### config.mk
export PLATFORM = sky130hd
export DESIGN_NAME = monitor_fim_de_jogo
export DESIGN_NICKNAME = d
export VERILOG_FILES = /design/src/rtl/monitor_fim_de_jogo.sv
export SDC_FILE = /design/constraint.sdc
export NUM_CORES = 1
export LEC_CHECK = 0
export CORE_MARGIN = 2
export CORE_UTILIZATION = 37
export DETAILED_ROUTE_END_ITERATION = 16
export MAX_ROUTING_LAYER = met4
export PLACE_DENSITY_LB_ADDON = 0.05
export SLEW_MARGIN = 0
export SYNTH_ARGS = -nofsm -noshare
export SYNTH_HDL_FRONTEND = slang
export SYNTH_SLANG_ARGS = --single-unit
### constraint.sdc
create_clock -name clock -period 2.8 [get_ports clock]
set_clock_uncertainty 0.15 [all_clocks]
set_input_delay 0.56 -clock clock [delete_from_list [all_inputs] [get_ports clock]]
set_output_delay 0.56 -clock clock [all_outputs]
set_load 0.02 [all_outputs]
### src/rtl/monitor_fim_de_jogo.sv
// End-of-game monitor for the battleship attack phase: counts shots, detects victory or defeat,
// and drives the LED-matrix columns with a blinking end-of-game animation.
module monitor_fim_de_jogo #(
   parameter int PISCA_TICKS = 4,
   parameter int MAX_TIROS   = 99
) (
   input  logic       clock,
   input  logic       reset,
   input  logic       enable,
   input  logic       tick,
   input  logic       confirmar,
   input  logic [6:0] mapa0,
   input  logic [6:0] mapa1,
   input  logic [6:0] mapa2,
   input  logic [6:0] mapa3,
   input  logic [6:0] mapa4,
   input  logic [6:0] acerto0,
   input  logic [6:0] acerto1,
   input  logic [6:0] acerto2,
   input  logic [6:0] acerto3,
   input  logic [6:0] acerto4,
   input  logic [2:0] vida,
   output logic [6:0] matriz0,
   output logic [6:0] matriz1,
   output logic [6:0] matriz2,
   output logic [6:0] matriz3,
   output logic [6:0] matriz4,
   output logic [1:0] estado,
   output logic [6:0] tiros,
   output logic       fim
);

   localparam int CNT_W = (PISCA_TICKS > 1) ? $clog2(PISCA_TICKS) : 1;
   localparam logic [CNT_W-1:0] CNT_ULTIMO = CNT_W'(PISCA_TICKS - 1);
   localparam logic [6:0] TIROS_MAX = 7'(MAX_TIROS);

   typedef enum logic [1:0] {
      OCIOSO  = 2'b00,
      JOGANDO = 2'b01,
      VITORIA = 2'b10,
      DERROTA = 2'b11
   } estado_t;

   estado_t          st, st_next;
   logic [CNT_W-1:0] cnt, cnt_next;
   logic             fase, fase_next;
   logic [6:0]       tiros_next;
   logic [34:0]      mapa_v, acerto_v, matriz_v, matriz_next;
   logic             vitoria, derrota;

   assign mapa_v   = {mapa4, mapa3, mapa2, mapa1, mapa0};
   assign acerto_v = {acerto4, acerto3, acerto2, acerto1, acerto0};

   // An empty map must never count as a win.
   assign vitoria = (|mapa_v) && ((mapa_v & ~acerto_v) == '0);
   assign derrota = (vida == 3'd0);

   always_comb begin
      st_next    = st;
      cnt_next   = cnt;
      fase_next  = fase;
      tiros_next = tiros;
      if (!enable) begin
         st_next = OCIOSO;
      end else begin
         unique case (st)
            OCIOSO: begin
               st_next    = JOGANDO;
               tiros_next = '0;
               cnt_next   = '0;
               fase_next  = 1'b0;
            end
            JOGANDO: begin
               cnt_next  = '0;
               fase_next = 1'b0;
               if (confirmar && (tiros < TIROS_MAX)) tiros_next = tiros + 7'd1;
               if (vitoria)      st_next = VITORIA;
               else if (derrota) st_next = DERROTA;
            end
            VITORIA, DERROTA: begin
               if (tick) begin
                  if (cnt == CNT_ULTIMO) begin
                     cnt_next  = '0;
                     fase_next = ~fase;
                  end else begin
                     cnt_next = cnt + CNT_W'(1);
                  end
               end
            end
            default: st_next = OCIOSO;
         endcase
      end

      // Display follows the state and phase being entered so outputs stay mutually consistent.
      unique case (st_next)
         OCIOSO:  matriz_next = '0;
         JOGANDO: matriz_next = acerto_v;
         VITORIA: matriz_next = fase_next ? '0 : mapa_v;
         DERROTA: matriz_next = fase_next ? acerto_v : (mapa_v | acerto_v);
         default: matriz_next = '0;
      endcase
   end

   always_ff @(posedge clock) begin
      if (reset) begin
         st       <= OCIOSO;
         cnt      <= '0;
         fase     <= 1'b0;
         tiros    <= '0;
         matriz_v <= '0;
         fim      <= 1'b0;
      end else begin
         st       <= st_next;
         cnt      <= cnt_next;
         fase     <= fase_next;
         tiros    <= tiros_next;
         matriz_v <= matriz_next;
         fim      <= (st_next == VITORIA) || (st_next == DERROTA);
      end
   end

   assign estado  = st;
   assign matriz0 = matriz_v[6:0];
   assign matriz1 = matriz_v[13:7];
   assign matriz2 = matriz_v[20:14];
   assign matriz3 = matriz_v[27:21];
   assign matriz4 = matriz_v[34:28];

endmodule

==> results of run 1 <==
==> report_power, final <==
part           total (W)  leakage [nW]  internal [W]  switching [W]
Clock           0.000431        0.0510      0.000198       0.000233
Sequential      0.000716         0.393      0.000706     0.00000935
Combinational   0.000359          1.13      0.000220       0.000139
Total            0.00151          1.57       0.00112       0.000382
==> cell families after synthesis <==
group	share of synthesized area [%]
AND/OR/NAND/NOR	19.3
AO/OA/AOI/OAI	24.1
flip-flops	46.6
buffers and inverters	6.56
XOR/XNOR	1.70
adder cells (fa/ha/maj)	1.21
multiplexers	0.486
==> cells in the mapped netlist <==
cell type / n / share of area (%)
sky130_fd_sc_hd__o41ai_1: 1 / 0.43
sky130_fd_sc_hd__a31oi_1: 1 / 0.30
sky130_fd_sc_hd__and4_1: 1 / 0.43
sky130_fd_sc_hd__a22o_1: 35 / 15
sky130_fd_sc_hd__mux2i_1: 1 / 0.49
sky130_fd_sc_hd__xor2_1: 3 / 1.3
sky130_fd_sc_hd__or3_1: 1 / 0.30
sky130_fd_sc_hd__and2b_1: 1 / 0.36
sky130_fd_sc_hd__o21bai_1: 1 / 0.36
sky130_fd_sc_hd__o211a_1: 1 / 0.49
sky130_fd_sc_hd__dfxtp_1: 48 / 47
sky130_fd_sc_hd__inv_1: 13 / 2.4
sky130_fd_sc_hd__nor4_4: 1 / 1.0
sky130_fd_sc_hd__and2b_2: 1 / 0.43
sky130_fd_sc_hd__a2111oi_0: 8 / 3.4
sky130_fd_sc_hd__o21ai_0: 3 / 0.73
sky130_fd_sc_hd__nand4_1: 4 / 1.2
sky130_fd_sc_hd__a21oi_1: 6 / 1.5
sky130_fd_sc_hd__ha_1: 2 / 1.2
sky130_fd_sc_hd__nor3_1: 3 / 0.73
sky130_fd_sc_hd__a2111oi_1: 1 / 0.49
sky130_fd_sc_hd__buf_12: 3 / 2.9
sky130_fd_sc_hd__nor2_1: 11 / 2.0
sky130_fd_sc_hd__buf_6: 1 / 0.55
sky130_fd_sc_hd__buf_2: 3 / 0.73
sky130_fd_sc_hd__o2111ai_1: 1 / 0.43
sky130_fd_sc_hd__nor2b_1: 23 / 7.0
sky130_fd_sc_hd__nor2_2: 1 / 0.30
sky130_fd_sc_hd__nand3_1: 3 / 0.73
sky130_fd_sc_hd__nand2_1: 8 / 1.5
sky130_fd_sc_hd__and3_1: 1 / 0.30
sky130_fd_sc_hd__nand2b_1: 2 / 0.61
sky130_fd_sc_hd__xnor2_1: 1 / 0.43
sky130_fd_sc_hd__a41oi_1: 1 / 0.43
sky130_fd_sc_hd__o21a_1: 2 / 0.73
sky130_fd_sc_hd__nor4_1: 8 / 2.4
==> routing by layer <==
layer	vias up	GRT usage (%)	part of all wire [%]
met5	-	-	0
met4	0	5.44	0.78
met3	6	5.17	6.8
met2	92	37.0	49
met1	1047	27.0	43
li1	1102	-	-
==> registers in the layout, indices dropped and copies added (netlist names) <==
name	flops
cnt	2
fase	1
estado	2
fim	1
matriz_v	35
tiros	7
==> layout make-up <==
| class | instances | area [sq um] | area share, % |
|---|---|---|---|
| clock buffers | 6 | 82.6 | 2.10 |
| multi-input cells | 137 | 1050 | 26.8 |
| clock inverters | 2 | 10.0 | 0.255 |
| flip-flops and latches | 48 | 961 | 24.5 |
| well taps | 72 | 90.1 | 2.29 |
| repair buffers | 168 | 1680 | 42.8 |
| inverters | 13 | 48.8 | 1.24 |
==> metrics by stage <==
stage,hold slack [ns],util [%],power [W]
3_3_place_gp,0.298,66.4,0.00106
5_1_grt,0.334,72.3,0.00156
3_5_place_dp,0.308,66.4,0.00106
6_report,0.314,72.3,0.00151
2_1_floorplan,0.280,-,0.000826
4_1_cts,0.320,68.3,0.00149
==> what timing repair did <==
item / 4_1_cts / 5_1_grt
pin swaps: 2 / 5
resized for setup: 1 / 25
hold buffers: 0 / 0
gates cloned: 0 / 5
buffers inserted: 1 / 0
setup endpoints to repair: 29 / 35
==> worst paths after layout <==
path	slack (ns)	depth (start not counted)	startpoint	to
min	0.31	2	cnt[1]	cnt[1]
min reg2reg	0.31	2	cnt[1]	cnt[1]
max	0.06	9	acerto1[1]	matriz_v[34]
max reg2reg	0.44	8	estado[0]	matriz_v[34]
==> critical path, delay by kind of cell <==
family	cells	cell delay [ns]
buffers and inverters	4	0.94
AO/OA/AOI/OAI	4	0.91
AND/OR/NAND/NOR	1	0.43
==> impl_summary.txt, run 1 <==
----------------------------------------------------
[Routing]
  Sum of routed wire length over all layers ... 7180 um
  Residual DRC count ... 0
  Number of vias per cell ... 5.04
  Vias ... 2247
  Drt pass-1 iters ... 5
  WL per Instance ... 16.1 um
  Detailed router's first-iteration violation count ... 77
  Antenna-violating nets left ... 0

[Timing]
  Max-slew headroom ... 53.4%
  Final setup violation count ... 0
  Final-report hold violation count ... 0
  Max Clk Rate ... 0.365 GHz
  Share of the clock period used by the worst path ... 97.8%
  Final setup TNS ... 0 ns
  Clock period minus final worst setup slack ... 2.74 ns
  Number of pins with negative max-slew slack in the final report ... 0
  Worst-case setup margin in the final layout ... 0.0623 ns
  Worst-margin pin slew ... 0.689 ns

[Place]
  Pre-CTS setup slack ... -0.326 ns
  Total placed cells including tap cells ... 432
  IO Port Bufs ... 122
  Area post-placement ... 3610 sq um
  HPWL after detailed placement ... 5220 um
  RD Place Congestion ... 0.798

[Flow run]
  Max cap viols ... 0

[Yosys]
  Syn Area/Cell ... 10.1 sq um
  Yosys reg bits ... 48
  Sequential element share of the synthesized area ... 46.6%
  Mapped cell area ... 2060 sq um
  Post-Syn Nets ... 285
  Total number of yosys warnings ... 0
  Distinct cell type count of the synthesized netlist ... 36
  Gate Count Post-Synth ... 205

[Floorplan]
  IO Pins ... 123
  Floorplan die width ... 78.6 um
  DIE AREA ... 6180 sq um
  Vert. Die Dim ... 78.6 um
  Rows ... 27
  Effective utilization at floorplan ... 37.9%
  Floorplan core area ... 5440 sq um

[Clocking]
  Clock root buffer master ... sky130_fd_sc_hd__clkbuf_8
  H-tree depth ... 2
  Number of buffers added by the clock tree synthesis step ... 5
  Clock tree from TritonCTS ... yes
  Longest Clk Path Bufs ... 2
  Clock latency at the later pin of the worst-skew pair ... 0.30 ns
  Clk sinks ... 48
  Clock-pin slew of the registers on the worst-case setup and hold paths ... 0.08 ns

[Power]
  IR Drop Worst-Case VDD ... 0.275 mV
  Power per Cell Area ... 383 nW/um^2
  Static Leak ... 1.57 nW

[Global routing]
  Antenna violations before repair ... 0
  Overall global routing resource usage ... 22.1%
  Vias in the first global route ... 2200
  Wire length of the first global-routing pass ... 10300 um
  Remaining global-route overflow ... 0
  Largest net degree at the start of global routing ... 30

[Critical path]
  Type of the worst setup path ... in -> reg
  Kind of start point of the critical path ... primary input
  Cell Chain, Critical Path ... clkdlybuf4s50_1 -> inv_2 -> a2111oi_4 -> buf_4 -> o2111ai_4 -> nor4_4 -> o211a_4 -> clkbuf_16 -> a22o_1
  Slowest cell delay on critical path ... 0.51 ns
  Critical path capture point type ... flip-flop
  Worst Path Required ... 2.89 ns
  Master of the slowest instance on the critical path ... sky130_fd_sc_hd__clkdlybuf4s50_1
  Data arrival at the endpoint of the critical path ... 2.83 ns
  Biggest fanout along the worst timing path ... 6

[Final layout]
  Final Non-Filler Cells ... 446
  Fraction of layout instances using a drive strength above 1 ... 17.6%
  Cell area after layout ... 3930 sq um
  Antenna diode count ... 0
  Fillers ... 425
  Most frequent cells in the layout ... sky130_fd_sc_hd__clkdlybuf4s50_1, sky130_fd_sc_hd__dfxtp_1, sky130_fd_sc_hd__buf_4
  Layout overhead on the synthesized area ... 90.7%
  Most frequent standard cell in the layout excluding fill and tap cells ... sky130_fd_sc_hd__clkdlybuf4s50_1
  Final Net Count ... 453

[Run status]
  Result of the run ... finished, final reports clean

[Worst hold path]
  Kind of path behind the tightest hold check ... reg -> reg

----------------------------------------------------
No activity file was read; power rests on OpenSTA's default activity.
==> run 2: changes to the inputs <==
--- a/config.mk
+++ b/config.mk
@@ -9,8 +9,7 @@
 export CORE_UTILIZATION = 37
 export DETAILED_ROUTE_END_ITERATION = 16
 export MAX_ROUTING_LAYER = met4
-export PLACE_DENSITY_LB_ADDON = 0.05
-export SLEW_MARGIN = 0
+export PLACE_DENSITY = 0.88
 export SYNTH_ARGS = -nofsm -noshare
 export SYNTH_HDL_FRONTEND = slang
 export SYNTH_SLANG_ARGS = --single-unit
==> run 2 against run 1 <==
Against the previous run: via count is 2.4% higher; count of clock-buffer cells in the layout stayed put; power is 4.1% higher; combinational power hardly changed; sequential power hardly changed; final area is 2.5% lower; clock power is 15% higher; utilization is 1.8 points lower.
==> impl_summary.txt, run 2 (synthesized netlist as in run 1, its figures left out) <==
----------------------------------------------------
[Critical path]
  Worst path bufs/invs ... 3 (-1)
  Worst R2R Setup Slack ... 0.42 ns (-0.02 ns)
  Worst reg-to-reg path cell count ... 7 (-1)
  Cell Chain, Critical Path ... clkdlybuf4s50_1 -> buf_4 -> nor4_1 -> nand4_1 -> nor3_1 -> nor4_4 -> o211a_4 -> clkbuf_16 -> a22o_1
  Slowest cell delay on critical path ... 0.46 ns (-0.05 ns)
  Master of the slowest instance on the critical path ... sky130_fd_sc_hd__clkdlybuf4s50_1
  Worst r2r dst ... matriz_v[1]
  Type of the worst setup path ... in -> reg
  Critical path capture point type ... flip-flop
  Worst Path Required ... 2.85 ns (-0.04 ns)
  Data arrival at the endpoint of the critical path ... 2.81 ns (-0.02 ns)
  Worst path top cell family by delay ... simple AND/OR/NAND/NOR gates
  RR Startpoint ... estado[0]
  Kind of start point of the critical path ... primary input
  Biggest fanout along the worst timing path ... 13 (+7)

[Floorplan]
  Rows ... 27 (unchanged)
  DIE AREA ... 6180 sq um (unchanged)
  Floorplan die width ... 78.6 um (unchanged)
  Vert. Die Dim ... 78.6 um (unchanged)
  Effective utilization at floorplan ... 37.9% (unchanged)
  Floorplan core area ... 5440 sq um (unchanged)
  IO Pins ... 123 (unchanged)

[Timing]
  Max-slew headroom ... 72.7% (+19 points)
  Worst-margin pin slew ... 0.405 ns (-0.284 ns)
  Final setup violation count ... 0 (unchanged)
  Max Clk Rate ... 0.362 GHz (-0.81%)
  Number of pins with negative max-slew slack in the final report ... 0 (unchanged)
  Clock period minus final worst setup slack ... 2.76 ns (+0.0223 ns)
  Final setup TNS ... 0 ns (unchanged)
  Final-report hold violation count ... 0 (unchanged)
  Share of the clock period used by the worst path ... 98.6% (+0.80 points)
  Min Hold Slack ... 0.328 ns (+0.0146 ns)

[Final layout]
  Most frequent cells in the layout ... sky130_fd_sc_hd__clkdlybuf4s50_1, sky130_fd_sc_hd__dfxtp_1, sky130_fd_sc_hd__a22o_1
  Flip-flop count of the largest register, all copies and words added ... 35 (unchanged)
  Top reg by flops ... matriz_v
  Fraction of layout instances using a drive strength above 1 ... 15.0% (-2.6 points)
  Most frequent standard cell in the layout excluding fill and tap cells ... sky130_fd_sc_hd__clkdlybuf4s50_1
  Final Net Count ... 439 (-3.1%)
  Largest registers ... matriz_v x35, tiros x7
  Layout overhead on the synthesized area ... 86.0%
  Cell area after layout ... 3830 sq um (-2.5%)
  Antenna diode count ... 0 (unchanged)

[Clocking]
  Clk sinks ... 48 (unchanged)
  Clock root buffer master ... sky130_fd_sc_hd__clkbuf_8
  Longest Clk Path Bufs ... 2 (unchanged)
  Number of buffers added by the clock tree synthesis step ... 5 (unchanged)
  H-tree depth ... 2 (unchanged)
  Clock tree from TritonCTS ... yes
  Clock latency at the later pin of the worst-skew pair ... 0.30 ns (about the same)
  Clock-pin slew of the registers on the worst-case setup and hold paths ... 0.09 ns (about the same)
  Hold_buf cts ... 0 (unchanged)
  Post-CTS Setup Bufs ... 0 (-1)

[Global routing]
  Remaining global-route overflow ... 0 (unchanged)
  Antenna violations before repair ... 0 (unchanged)
  Vias in the first global route ... 2207 (+0.32%)
  Wire length of the first global-routing pass ... 10400 um (+1.4%)
  Overall global routing resource usage ... 22.4% (+0.32 points)
  Largest net degree at the start of global routing ... 28 (-6.7%)

[Place]
  IO Port Bufs ... 122 (unchanged)
  Area post-placement ... 3520 sq um (-2.5%)
  HPWL after detailed placement ... 5410 um (+3.6%)
  RD Place Congestion ... 0.888 (+11%)

[Worst hold path]
  Hold path depth ... 2 (unchanged)
  Kind of path behind the tightest hold check ... reg -> reg
  Min-Delay Startpoint ... cnt[1]
  Worst-case hold path end point ... cnt[1]

[Flow run]
  Max cap viols ... 0 (unchanged)

[Routing]
  WL per Instance ... 18.0 um (+12%)
  Number of vias per cell ... 5.33 (+5.7%)
  Sum of routed wire length over all layers ... 7760 um (+8.2%)
  Detailed router's first-iteration violation count ... 72 (-6.5%)
  Antenna-violating nets left ... 0 (unchanged)
  Residual DRC count ... 0 (unchanged)
  Vias ... 2301 (+2.4%)
  Drt pass-1 iters ... 4 (-1)

[Power]
  Static Leak ... 1.54 nW (-2.1%)
  IR Drop Worst-Case VDD ... 0.211 mV (-23%)
  Power per Cell Area ... 409 nW/um^2 (+6.7%)

[Run status]
  Result of the run ... finished, final reports clean

----------------------------------------------------
run 2: stage by stage:
stage	power [W]	worst slack [ns]	utilization [%]	cells
after floorplan	0.000826	0.388	-	205
after global placement	0.00104	-0.431	64.7	420
after detailed placement	0.00105	-0.529	64.7	420
after CTS	0.00153	0.0310	66.9	428
after global routing	0.00162	-0.0744	70.5	432
final	0.00157	0.0400	70.5	432
run 2: worst max path at each step:
stage | start | end | slack (ns) | cells after the start
2_1_floorplan | acerto0[0] | matriz_v[0] | 0.39 | 7
3_3_place_gp | mapa3[5] | matriz_v[34] | -0.43 | 9
3_5_place_dp | mapa3[5] | matriz_v[28] | -0.53 | 9
4_1_cts | acerto0[2] | matriz_v[28] | 0.03 | 8
5_1_grt | mapa3[5] | matriz_v[27] | -0.07 | 9
6_report | mapa3[5] | matriz_v[1] | 0.04 | 9
run 2: cell type report:
type | count | area, sq um
fill | 376 | 1610
timing repair buffer | 154 | 1560
multi-input combinational | 137 | 1060
sequential | 48 | 961
tap | 72 | 90.1
clock buffer | 6 | 72.6
inverter | 13 | 48.8
clock inverter | 2 | 35.0
run 2: routing by layer:
layer,vias to the layer above,track usage [%],share of wire [%]
li1,1073,-,-
met1,1087,24.9,38
met2,118,39.1,51
met3,23,5.17,7.0
met4,0,8.42,3.7
met5,-,-,0
run 2: report_power, final:
group | switching, W | total (W) | internal (W) | leakage, nW
combinational | 0.000145 | 0.000358 | 0.000213 | 1.09
sequential | 0.00000891 | 0.000715 | 0.000706 | 0.393
clock | 0.000229 | 0.000494 | 0.000265 | 0.0552
total | 0.000383 | 0.00157 | 0.00118 | 1.54
run 2: tightest hold or removal path, stage by stage (launching register included):
cell	delay, ns
sky130_fd_sc_hd__dfxtp_1	0.32
sky130_fd_sc_hd__nand2_1	0.06
sky130_fd_sc_hd__a21oi_1	0.06
run 2: timing repair:
item | in CTS | in global routing
resized for setup | 3 | 28
pin swaps | 1 | 6
gates cloned | 0 | 4
endpoints found under the setup margin | 35 | 35
endpoints found under the hold margin | 0 | 0
==> run 3: changes to the inputs <==
--- a/config.mk
+++ b/config.mk
@@ -5,11 +5,13 @@
 export SDC_FILE = /design/constraint.sdc
 export NUM_CORES = 1
 export LEC_CHECK = 0
+export CELL_PAD_IN_SITES_DETAIL_PLACEMENT = 2
+export CELL_PAD_IN_SITES_GLOBAL_PLACEMENT = 2
 export CORE_MARGIN = 2
-export CORE_UTILIZATION = 37
+export CORE_UTILIZATION = 21
 export DETAILED_ROUTE_END_ITERATION = 16
 export MAX_ROUTING_LAYER = met4
-export PLACE_DENSITY = 0.88
+export PLACE_DENSITY = 0.9
 export SYNTH_ARGS = -nofsm -noshare
 export SYNTH_HDL_FRONTEND = slang
 export SYNTH_SLANG_ARGS = --single-unit
==> run 3 against run 2 <==
Against the previous run: first-iteration DRC count fell by 47%; combinational power grew 4%; sequential power about the same; count of clock-buffer cells in the layout unchanged; flip-flop and latch count stayed put; register-to-register slack worse by 0.06 ns.
==> impl_summary.txt, run 3 (synthesized netlist as in run 1, its figures left out) <==
----------------------------------------------------
[Run status]
  Result of the run ... finished, final reports clean

[Final layout]
  Largest registers ... matriz_v x35, tiros x7
  Top reg by flops ... matriz_v
  Final Net Count ... 448 (+2.1%)
  Most frequent standard cell in the layout excluding fill and tap cells ... sky130_fd_sc_hd__clkdlybuf4s50_1
  Fraction of layout instances using a drive strength above 1 ... 16.3% (+1.3 points)
  Layout overhead on the synthesized area ... 92.7%
  Most frequent cells in the layout ... sky130_fd_sc_hd__clkdlybuf4s50_1, sky130_fd_sc_hd__dfxtp_1, sky130_fd_sc_hd__a22o_1
  Final cell utilization of the core ... 41.2% (-29 points)
  Fillers ... 1056 (+180%)
  Final Non-Filler Cells ... 502 (+16%)
  Antenna diode count ... 0 (unchanged)
  Flip-flop count of the largest register, all copies and words added ... 35 (unchanged)

[Clocking]
  Longest Clk Path Bufs ... 2 (unchanged)
  Clock latency at the later pin of the worst-skew pair ... 0.30 ns (about the same)
  Clock tree from TritonCTS ... yes
  Number of buffers added by the clock tree synthesis step ... 5 (unchanged)
  Clock root buffer master ... sky130_fd_sc_hd__clkbuf_8
  Clk sinks ... 48 (unchanged)
  Hold_buf cts ... 0 (unchanged)
  Clock-pin slew of the registers on the worst-case setup and hold paths ... 0.10 ns (about the same)
  H-tree depth ... 2 (unchanged)

[Global routing]
  Largest net degree at the start of global routing ... 25 (-11%)
  Remaining global-route overflow ... 0 (unchanged)
  Wire length of the first global-routing pass ... 13600 um (+30%)
  Overall global routing resource usage ... 17.5% (-4.9 points)
  Vias in the first global route ... 2603 (+18%)
  Antenna violations before repair ... 0 (unchanged)

[Critical path]
  Master of the slowest instance on the critical path ... sky130_fd_sc_hd__clkdlybuf4s50_1
  Worst path bufs/invs ... 4 (+1)
  Worst Path Required ... 2.86 ns (about the same)
  Timing startpoint of the critical path ... acerto0[1]
  Slowest cell delay on critical path ... 0.51 ns (+0.05 ns)
  Library cell appearing most often on the critical path ... sky130_fd_sc_hd__buf_4
  Kind of start point of the critical path ... primary input
  Critical path capture point type ... flip-flop
  Data arrival at the endpoint of the critical path ... 2.79 ns (-0.02 ns)
  Cell Chain, Critical Path ... clkdlybuf4s50_1 -> nor2b_1 -> a2111oi_4 -> buf_4 -> nand4_1 -> nor4_4 -> buf_4 -> nor2_4 -> clkbuf_16 -> a22o_1
  Biggest fanout along the worst timing path ... 5 (-8)
  RR Startpoint ... estado[0]
  Worst path top cell family by delay ... buffers and inverters
  Type of the worst setup path ... in -> reg

[Power]
  Switching power share of the total ... 25.5% (+1.1 points)
  Sequential cell fraction of total power ... 44.8% (-0.8 points)
  Internal power contribution ... 0.00119 W (+0.53%)
  Gate power share ... 23.4% (+0.5 points)
  Static Leak ... 1.57 nW (+1.9%)
  IR Drop Worst-Case VDD ... 0.169 mV (-20%)
  Power dissipated by switching net loads ... 0.000408 W (+6.6%)
  Clock power frac ... 31.8% (+0.3 points)
  Tot Pwr ... 0.00160 W (+2.0%)
  Power per Cell Area ... 403 nW/um^2 (-1.5%)

[Worst hold path]
  Kind of path behind the tightest hold check ... reg -> reg
  Min-Delay Startpoint ... cnt[1]

[Place]
  Pre-CTS setup slack ... -0.616 ns (-0.0874 ns)
  HPWL after detailed placement ... 7190 um (+33%)
  RD Place Congestion ... 0.880 (-0.82%)
  IO Port Bufs ... 122 (unchanged)
  Total placed cells including tap cells ... 485 (+15%)

[Floorplan]
  Floorplan core area ... 9640 sq um (+77%)
  Rows ... 36 (+33%)
  Effective utilization at floorplan ... 21.4% (-17 points)
  Vert. Die Dim ... 103 um (+31%)
  DIE AREA ... 10600 sq um (+72%)
  IO Pins ... 123 (unchanged)
  Floorplan die width ... 103 um (+31%)

[Routing]
  Antenna-violating nets left ... 0 (unchanged)
  Vias ... 2316 (+0.65%)
  Detailed router's first-iteration violation count ... 38 (-47%)
  Sum of routed wire length over all layers ... 9460 um (+22%)
  Residual DRC count ... 0 (unchanged)
  Drt pass-1 iters ... 4 (unchanged)
  Number of vias per cell ... 4.61 (-13%)
  WL per Instance ... 18.9 um (+4.9%)

[Timing]
  Final setup violation count ... 0 (unchanged)
  Max Clk Rate ... 0.366 GHz (+1.1%)
  Worst-case setup margin in the final layout ... 0.0696 ns (+0.0295 ns)
  Max-slew headroom ... 28.8% (-44 points)
  Clock period minus final worst setup slack ... 2.73 ns (-0.0295 ns)
  Worst-margin pin slew ... 1.06 ns (+0.651 ns)
  Number of pins with negative max-slew slack in the final report ... 0 (unchanged)
  Final-report hold violation count ... 0 (unchanged)
  Share of the clock period used by the worst path ... 97.5% (-1.1 points)

[Flow run]
  Max cap viols ... 0 (unchanged)

----------------------------------------------------
==> run 3: cell count changes in the layout (fill, tap and decap cells not counted), moves of 2 or more <==
cell	before	now
sky130_fd_sc_hd__a2111oi_4	2	4
sky130_fd_sc_hd__inv_2	2	0
sky130_fd_sc_hd__dlymetal6s2s_1	7	5
sky130_fd_sc_hd__nor2_4	1	3
sky130_fd_sc_hd__nor2b_4	2	0
sky130_fd_sc_hd__inv_1	11	13
sky130_fd_sc_hd__nor2b_1	21	23
sky130_fd_sc_hd__buf_4	25	34
==> run 3: repair_timing <==
item                       in CTS  in global routing
setup buffers                   3                  1
pin swaps                      37                  9
resized for setup               8                 20
setup endpoints to repair      36                 37
cloned                          1                  4
==> run 3: power by group through the flow <==
stage	logic [W]	clock network (W)	registers (W)
2_1_floorplan	0.0000646	0	0.000761
3_3_place_gp	0.000323	0	0.000733
3_5_place_dp	0.000334	0	0.000733
4_1_cts	0.000341	0.000521	0.000718
5_1_grt	0.000398	0.000546	0.000720
6_report	0.000374	0.000509	0.000717
==> run 3: final timing paths <==
kind                  end  slack (ns)  cells past startpoint
min                cnt[1]        0.34                      2
min reg2reg        cnt[1]        0.34                      2
max          matriz_v[27]        0.07                     10
max reg2reg  matriz_v[27]        0.36                      9
==> run 3: worst register-to-register path: stages, from the launching register on <==
cell	delay, ns
sky130_fd_sc_hd__dfxtp_1	0.46
sky130_fd_sc_hd__nand2b_1	0.16
sky130_fd_sc_hd__a2111oi_2	0.34
sky130_fd_sc_hd__buf_4	0.17
sky130_fd_sc_hd__nand4_1	0.11
sky130_fd_sc_hd__nor4_4	0.30
sky130_fd_sc_hd__buf_4	0.18
sky130_fd_sc_hd__nor2_4	0.06
sky130_fd_sc_hd__clkbuf_16	0.22
sky130_fd_sc_hd__a22o_1	0.20
==> run 3: metrics by stage <==
step,area [sq um],hold WS [ns],setup TNS [ns]
2_1_floorplan,2060,0.280,0
3_3_place_gp,3620,0.293,-15.27
3_5_place_dp,3620,0.335,-21.33
4_1_cts,3780,0.348,0
5_1_grt,3970,0.368,-0.390
6_report,3970,0.342,0
==> run 3: routing by layer <==
metal / part of all wire (%) / vias to the layer above / track usage [%]
li1: - / 1089 / -
met1: 41 / 1126 / 19.0
met2: 52 / 89 / 31.7
met3: 5.6 / 12 / 4.68
met4: 1.4 / 0 / 4.35
met5: 0 / - / -
==> run 3: layout make-up <==
| cell class | count | area [sq um] | area share [%] |
|---|---|---|---|
| clock buffers | 6 | 72.6 | 1.83 |
| repair buffers | 161 | 1590 | 40.0 |
| inverters | 13 | 48.8 | 1.23 |
| well taps | 133 | 166 | 4.19 |
| clock inverters | 2 | 35.0 | 0.882 |
| flip-flops and latches | 48 | 961 | 24.2 |
| multi-input cells | 139 | 1100 | 27.6 |
